## src/rtl/fib_stream_ctrl.sv

```systemverilog
// Stream-side driver/collector for the fib core: accepts n, pulses go, captures the result and presents it downstream.
// Optional watchdog on the go->done interval is enabled by defining FIB_TIMEOUT_EN.
module fib_stream_ctrl #(
    parameter int INPUT_WIDTH    = 6,
    parameter int OUTPUT_WIDTH   = 32,
    parameter int TIMEOUT_CYCLES = 1024
) (
    input  logic                    clk,
    input  logic                    rst,
    input  logic                    in_valid,
    output logic                    in_ready,
    input  logic [INPUT_WIDTH-1:0]  in_n,
    output logic                    fib_go,
    output logic [INPUT_WIDTH-1:0]  fib_n,
    input  logic [OUTPUT_WIDTH-1:0] fib_result,
    input  logic                    fib_overflow,
    input  logic                    fib_done,
    output logic                    out_valid,
    input  logic                    out_ready,
    output logic [OUTPUT_WIDTH-1:0] out_result,
    output logic                    out_overflow,
    output logic                    out_timeout,
    output logic [15:0]             jobs_done
);

    typedef enum logic [2:0] {
        IDLE      = 3'd0,
        GO        = 3'd1,
        WAIT_CLR  = 3'd2,
        WAIT_DONE = 3'd3,
        HOLD      = 3'd4
    } state_t;

    state_t state, state_nxt;
    logic   accept;
    logic   capture;
    logic   handshake;
    logic   tmo;
    logic   waiting;

    assign accept    = in_valid && in_ready;
    assign capture   = (state == WAIT_DONE) && fib_done;
    assign handshake = (state == HOLD) && out_valid && out_ready;
    assign waiting   = (state == WAIT_CLR) || (state == WAIT_DONE);

`ifdef FIB_TIMEOUT_EN
    logic [15:0] wdog;

    always_ff @(posedge clk) begin
        if (rst) begin
            wdog <= '0;
        end else if (state == GO) begin
            wdog <= '0;
        end else if (waiting) begin
            wdog <= wdog + 16'd1;
        end
    end

    // Fires on the wait cycle whose increment would reach the limit; a done in that cycle wins.
    assign tmo = waiting && !capture && (wdog == 16'(TIMEOUT_CYCLES - 1));
`else
    assign tmo = 1'b0;
`endif

    always_ff @(posedge clk) begin
        if (rst) state <= IDLE;
        else     state <= state_nxt;
    end

    always_comb begin
        state_nxt = state;
        unique case (state)
            IDLE:      if (accept) state_nxt = GO;
            GO:        state_nxt = WAIT_CLR;
            WAIT_CLR:  if (tmo) state_nxt = HOLD;
                       else if (!fib_done) state_nxt = WAIT_DONE;
            WAIT_DONE: if (capture || tmo) state_nxt = HOLD;
            HOLD:      if (handshake) state_nxt = IDLE;
            default:   state_nxt = IDLE;
        endcase
    end

    always_comb begin
        in_ready = (state == IDLE) && !rst;
        fib_go   = (state == GO);
    end

    always_ff @(posedge clk) begin
        if (rst) begin
            fib_n        <= '0;
            out_valid    <= 1'b0;
            out_result   <= '0;
            out_overflow <= 1'b0;
            out_timeout  <= 1'b0;
            jobs_done    <= '0;
        end else begin
            if (accept) fib_n <= in_n;
            if (capture) begin
                out_result   <= fib_result;
                out_overflow <= fib_overflow;
                out_timeout  <= 1'b0;
                out_valid    <= 1'b1;
            end else if (tmo) begin
                out_result   <= '0;
                out_overflow <= 1'b0;
                out_timeout  <= 1'b1;
                out_valid    <= 1'b1;
            end else if (handshake) begin
                out_valid   <= 1'b0;
                out_timeout <= 1'b0;
                jobs_done   <= jobs_done + 16'd1;
            end
        end
    end

endmodule
```

## config.mk

```make
export PLATFORM = sky130hd
export DESIGN_NAME = fib_stream_ctrl
export DESIGN_NICKNAME = d
export VERILOG_FILES = /design/src/rtl/fib_stream_ctrl.sv
export SDC_FILE = /design/constraint.sdc
export NUM_CORES = 1
export LEC_CHECK = 0
export ABC_AREA = 0
export BUFFER_PORTS_ARGS = -buffer_cell sky130_fd_sc_hd__buf_2
export CAP_MARGIN = 20
export CELL_PAD_IN_SITES_DETAIL_PLACEMENT = 0
export CELL_PAD_IN_SITES_GLOBAL_PLACEMENT = 1
export CORE_ASPECT_RATIO = 0.75
export CORE_MARGIN = 3
export CORE_UTILIZATION = 35
export DETAILED_ROUTE_END_ITERATION = 8
export PLACE_DENSITY = 0.93
export REMOVE_ABC_BUFFERS = 1
export SLEW_MARGIN = 10
export SYNTH_ARGS = -nofsm -noshare
export SYNTH_HDL_FRONTEND = slang
export SYNTH_SLANG_ARGS = --single-unit
```

## constraint.sdc

```tcl
create_clock -name clk -period 4.4 [get_ports clk]
set_clock_uncertainty 0.1 [all_clocks]
set_input_delay 0.88 -clock clk [delete_from_list [all_inputs] [get_ports clk]]
set_output_delay 0.88 -clock clk [all_outputs]
set_load 0.02 [all_outputs]
```

==> impl_metrics.yaml, run 1 <==
outcome:
  status: "complete, no violations"
logic_synthesis:
  synth_mux_area_frac: 0.00487
  synth_fa_ha_area_frac: 0.00541
  synth-seq-cells: 59
  yosys-top-cells-count: "nand2_1 (79), dfxtp_1 (59), a21oi_1 (43)"
  ys.flop_type: "dfxtp_1"
  synthesis.instances: 281
  synth_area_leader_cell: "dfxtp_1"
  avgSynthCellArea_sq_um: 8.22
  synth_top_family_by_area: "simple AND/OR/NAND/NOR gates"
  synth_xor_area_frac: 0.0265
  async_flop_share: 0
  synth_top_area_frac: 0.511
  synth_top_cells_by_area: "dfxtp_1 (51%), nand2_1 (13%), a21oi_1 (9.3%)"
  yosys.area_share.simple: 0.293
  synth.most_common_cell: "nand2_1"
  synth-edff-count: 0
  syn_area_sq_mm: 0.00231
  seq_area_frac_synth: 0.511
  ys_types: 33
  ys.warnings.count: 0
  synth_compound_area_frac: 0.115
worst_setup_path:
  end_kind: "primary output"
  required_ns: 3.42
  path_class: "input pin to primary output"
  worstPathArrival_ns: 2.21
  startpoint_type: "input pin"
  path_max_fanout: 61
placed_design:
  hpwl_um: 4150
  io_buffers: 101
  post-place-ws_ns: 1.22
  finalWeightedCongestion: 0.748
grt:
  grt_start_max_net_pins: 62
  grt_pass1_vias: 2073
  grt_pass1_wl_um: 9710
  grt_usage: 0.156
  overflow: 0
  antenna_found_initial: 0
die:
  core-area_sq_mm: 0.00610
  die_area_sq_mm: 0.00762
  row_count: 24
  fp.dieW_um: 99.8
  pin_count: 103
  initial_core_util: 0.379
  die_y_um: 76.4
sta:
  hold_violations: 0
  finalMaxSlewViolations: 0
  rsz0062_at_grt: "no"
  post-route-period-util: 0.725
  hold_ws_ns: 0.353
  worst_pin_slew_ns: 1.05
  period_needed_ns: 3.19
  max_freq_ghz: 0.314
  fin_ws_ns: 1.21
  tns_ns: 0
  worst_slew_margin_rel: 0.301
  setup_viol: 0
power_and_ir_drop:
  power_frac_clock: 0.393
  intPower_mw: 0.789
  seq_power_share: 0.533
  vdd_ir_drop_max_uv: 136
  power.leakage_nw: 1.29
  finalPower_mw: 1.04
  p_sw_frac: 0.241
  powerDensity_mw_per_mm2: 347
  combinationalPowerShare: 0.073
  p_switching_mw: 0.250
cts:
  cts_tree: "yes"
  ctsRootBufferMaster: "clkbuf_8"
  insertion_delay_ns: 0.32
  cts_hold_buf: 0
  post_cts_resized: 0
  clock_path_buffers: 2
  cts_buffers: 9
  cts_setup_buffers: 0
  clk_pin_slew_ns: 0.06
  cts_sinks: 59
  htree_levels: 3
finish:
  nNetsFinal: 420
  fillCellCount: 630
  area_growth_pct: 29.6
  antenna_cells: 0
  drive_gt1_frac: 0.322
detailed_routing:
  route.detailed.drc: 0
  drt_wl_total_um: 6030
  drt_iter0_drc: 75
  vias: 2250
  wl_per_cell_um: 13.2
  vias_per_cell: 4.92
  ant_nets: 0
  drt-pass1-iter-count: 4
run:
  maxCapViolations: 0
hold_path:
  min_path_type: "flop to flop"
-- registers in the layout, summed over array words and instances, names as in the netlist --
register	flops
out_overflow	1
fib_n	6
state	3
out_result	32
out_valid	1
jobs_done	16
-- critical path: stages --
cell,delay [ns]
buf_2,0.42
nor4_2,0.61
buf_2,0.28
-- metrics by stage --
step           utilization  cells  instance area [sq um]
3_3_place_gp         0.465    442                   2830
4_1_cts              0.491    457                   2990
5_1_grt              0.491    457                   2990
6_report             0.491    457                   2990
2_1_floorplan            -    262                   2220
3_5_place_dp         0.465    442                   2830
-- routing by layer --
metal | vias to the layer above | share of wire | track usage
li1 | 1130 | - | -
met1 | 1043 | 0.46 | 0.197
met2 | 71 | 0.46 | 0.244
met3 | 6 | 0.073 | 0.0604
met4 | 0 | 0.0090 | 0.0505
met5 | - | 0 | 0
-- placed cells by master (no fill, tap or decap), drive strengths merged, types with 2 or more instances in the layout --
cell	synthesis	routed
nor4	3	3
dfxtp	59	59
nand3	13	13
nand4	5	5
xor2	3	3
nand3b	6	6
and4	2	2
clkinv	0	3
buf	6	102
o31ai	4	4
xnor2	4	4
inv	2	2
clkbuf	13	12
nor2	11	11
nand2	79	79
or4	4	4
a21oi	43	43
nor2b	3	3
or2	2	2
and2	2	2
o21ai	4	4
or3	3	3
nor3	3	3
nor3b	2	2
-- final timing paths --
kind                                     start             end  slack [ns]  cells after the start
worst max-delay path                       rst        in_ready        1.21                      3
worst min-delay path            out_result[28]  out_result[28]        0.35                      2
worst max register to register        state[2]   jobs_done[15]        2.16                      4
worst min register to register  out_result[28]  out_result[28]        0.35                      2
-- kinds of logic after synthesis --
group | after synthesis
AOI/OAI and AO/OA | 51
DFF | 59
xor gates and xnor gates | 7
and+or+nand+nor | 140
buffers and inverters | 21
muxes | 1
other | 1
adders and majority gates | 1
-- power by group through the flow --
| stage | sequential (mW) | combinational (mW) | clock [mW] |
|---|---|---|---|
| 2_1_floorplan | 0.574 | 0.0230 | 0 |
| 3_3_place_gp | 0.565 | 0.0755 | 0 |
| 3_5_place_dp | 0.565 | 0.0768 | 0 |
| 4_1_cts | 0.554 | 0.0769 | 0.423 |
| 5_1_grt | 0.555 | 0.0846 | 0.449 |
| 6_report | 0.554 | 0.0763 | 0.409 |
-- area by class of cell --
cell class	count	area (sq um)	area share
inverter	2	7.51	0.00251
tap	78	97.6	0.0326
timing repair buffer	102	513	0.171
clock buffer	12	145	0.0485
sequential	59	1180	0.394
multi-input combinational	201	1030	0.346
clock inverter	3	15.0	0.00501
No activity file was read; power rests on OpenSTA's default activity.
==> run 2, diff against run 1 <==
--- a/config.mk
+++ b/config.mk
@@ -5,16 +5,16 @@
 export SDC_FILE = /design/constraint.sdc
 export NUM_CORES = 1
 export LEC_CHECK = 0
-export ABC_AREA = 0
+export ABC_AREA = 1
 export BUFFER_PORTS_ARGS = -buffer_cell sky130_fd_sc_hd__buf_2
 export CAP_MARGIN = 20
 export CELL_PAD_IN_SITES_DETAIL_PLACEMENT = 0
 export CELL_PAD_IN_SITES_GLOBAL_PLACEMENT = 1
 export CORE_ASPECT_RATIO = 0.75
 export CORE_MARGIN = 3
-export CORE_UTILIZATION = 35
+export CORE_UTILIZATION = 33
 export DETAILED_ROUTE_END_ITERATION = 8
-export PLACE_DENSITY = 0.93
+export PLACE_DENSITY = 0.89
 export REMOVE_ABC_BUFFERS = 1
 export SLEW_MARGIN = 10
 export SYNTH_ARGS = -nofsm -noshare
==> constraint.sdc (replaced) <==
create_clock -name clk -period 3 [get_ports clk]
set_clock_uncertainty 0.1 [all_clocks]
set_input_delay 0.6 -clock clk [delete_from_list [all_inputs] [get_ports clk]]
set_output_delay 0.6 -clock clk [all_outputs]
set_load 0.02 [all_outputs]
==> impl_metrics.yaml, run 2 <==
logic_synthesis:
  synth_area_leader_cell: "dfxtp_1"
  yosys-top-cells-count: "dfxtp_1 (59), nand2_1 (58), inv_1 (54)"
  synth_top_area_frac: 0.472
  synthesis.instances: 337
  synth_top_cells_by_area: "dfxtp_1 (47%), a21oi_1 (9.0%), nand2_1 (8.7%)"
  ys_types: 27
  ys.flop_type: "dfxtp_1"
  avgSynthCellArea_sq_um: 7.42
  synth.most_common_cell: "dfxtp_1"
  synth-edff-count: 0
  async_flop_share: 0
  seq_area_frac_synth: 0.472
  ys.warnings.count: 0
  synth-seq-cells: 59
  syn_area_sq_mm: 0.00250
cts:
  cts_hold_buf: 0
  cts_sinks: 59
  cts_setup_buffers: 0
  ctsRootBufferMaster: "clkbuf_8"
  clock_path_buffers: 2
  cts_tree: "yes"
  htree_levels: 3
  post_cts_resized: 0
  cts_buffers: 9
  clk_pin_slew_ns: 0.07
  insertion_delay_ns: 0.33
sta:
  fin_ws_ns: 1.05
  setup_viol: 0
  hold_ws_ns: 0.340
  post-route-period-util: 0.650
  rsz0062_at_grt: "no"
  period_needed_ns: 1.95
  finalMaxSlewViolations: 0
  worst_slew_margin_rel: 0.504
  hold_violations: 0
  max_freq_ghz: 0.513
  worst_pin_slew_ns: 0.741
  tns_ns: 0
finish:
  nNetsFinal: 482
  area_growth_pct: 30.4
  drive_gt1_frac: 0.310
  postLayoutCellArea_sq_mm: 0.00326
  reg_top3: "out_result x32, jobs_done x16, fib_n x6"
  max_flop_register: "out_result"
  largest_reg_flops: 32
  layout_common_cells: "buf_2 (101), dfxtp_1 (59), nand2_1 (58)"
  final_common_cell: "buf_2"
  antenna_cells: 0
detailed_routing:
  ant_nets: 0
  wl_met3_um: 496
  route.detailed.drc: 0
  vias_per_cell: 4.38
  drt_iter0_drc: 63
  vias: 2366
  wl_met2_um: 2560
  top_layer_used: "met4"
  drt-pass1-iter-count: 4
  wl_met1_um: 2890
  wl_per_cell_um: 11.1
  drt_wl_total_um: 6000
die:
  core-area_sq_mm: 0.00709
  fp.dieW_um: 107
  initial_core_util: 0.353
  row_count: 26
  pin_count: 103
  die_y_um: 81.4
  die_area_sq_mm: 0.00867
worst_setup_path:
  worstPathArrival_ns: 1.25
  end_kind: "primary output"
  path_class: "flop to primary output"
  path_max_fanout: 5
  r2r_cells: 4
  r2r_setup_slack_ns: 1.29
  r2r-end: "fib_n[5]"
  rr_startpoint: "state[0]"
  cp_num_buf_inv: 1
  required_ns: 2.30
  startpoint_type: "flop"
  worstPathCellList: "nor2_4, nand2_2, nor2_1, buf_2"
  cp_slowest_stage_delay_ns: 0.38
  critPathSlowestCell: "dfxtp_1"
  crit_family: "simple AND/OR/NAND/NOR gates"
hold_path:
  holdPathStages: 2
  min_path_type: "flop to flop"
  worstHoldStart: "out_result[29]"
  min_to: "out_result[29]"
power_and_ir_drop:
  powerDensity_mw_per_mm2: 560
  p_switching_mw: 0.521
  p_sw_frac: 0.285
  power_frac_clock: 0.380
  intPower_mw: 1.30
  vdd_ir_drop_max_uv: 227
  power.leakage_nw: 1.48
  combinationalPowerShare: 0.148
  seq_power_share: 0.471
outcome:
  status: "complete, no violations"
placed_design:
  post-place-ws_ns: 1.08
  dpl_cell_area_sq_mm: 0.00307
  io_buffers: 101
  hpwl_um: 4300
  finalWeightedCongestion: 0.761
grt:
  grt_pass1_vias: 2197
  grt_start_max_net_pins: 64
  overflow: 0
  grt_usage: 0.144
  grt_pass1_wl_um: 9930
  antenna_found_initial: 0
run:
  maxCapViolations: 0
[run 2: stage by stage]
step                      utilization  instances  total power [mW]
after CTS                       0.460        540              1.86
after global routing            0.460        540              1.94
final                           0.460        540              1.83
after global placement          0.433        524              1.14
after floorplan                     -        322              1.05
after detailed placement        0.433        524              1.15
[run 2: logic make-up after synthesis]
group / Yosys count / synth area share
flip-flops: 59 / 0.472
other: 1 / 0.00150
AO/OA/AOI/OAI: 93 / 0.193
buffers and inverters: 70 / 0.116
adder cells (fa/ha/maj): 1 / 0.00500
AND/OR/NAND/NOR: 113 / 0.212
[run 2: worst max-delay path by stage]
stage	from	endpoint	cells after the start	slack [ns]
after floorplan	fib_done	out_overflow	3	0.92
after global placement	rst	out_result[29]	6	1.13
after detailed placement	rst	out_result[18]	6	1.08
after CTS	state[0]	in_ready	4	1.02
after global routing	state[1]	in_ready	4	0.95
final	state[0]	in_ready	4	1.05
[run 2: power by group through the flow]
stage | logic, mW | registers [mW] | clock network [mW]
2_1_floorplan | 0.129 | 0.917 | 0
3_3_place_gp | 0.268 | 0.875 | 0
3_5_place_dp | 0.273 | 0.876 | 0
4_1_cts | 0.274 | 0.860 | 0.728
5_1_grt | 0.305 | 0.865 | 0.765
6_report | 0.271 | 0.860 | 0.694
[run 2: layer usage]
metal,vias up,track usage
li1,1277,-
met1,1009,0.175
met2,74,0.226
met3,6,0.0723
met4,0,0.0447
met5,-,0
[run 2: tightest hold or removal path, cell delays in order (launching register included)]
cell     delay (ns)
dfxtp_1        0.31
inv_1          0.04
a21oi_1        0.05
[run 2: area by class of cell]
type | count | area [sq um]
Fill cell | 763 | 3830
Timing Repair Buffer | 104 | 528
Clock buffer | 9 | 124
Clock inverter | 7 | 68.8
Inverter | 55 | 206
Sequential cell | 59 | 1180
Multi-Input combinational cell | 208 | 1030
Tap cell | 98 | 123
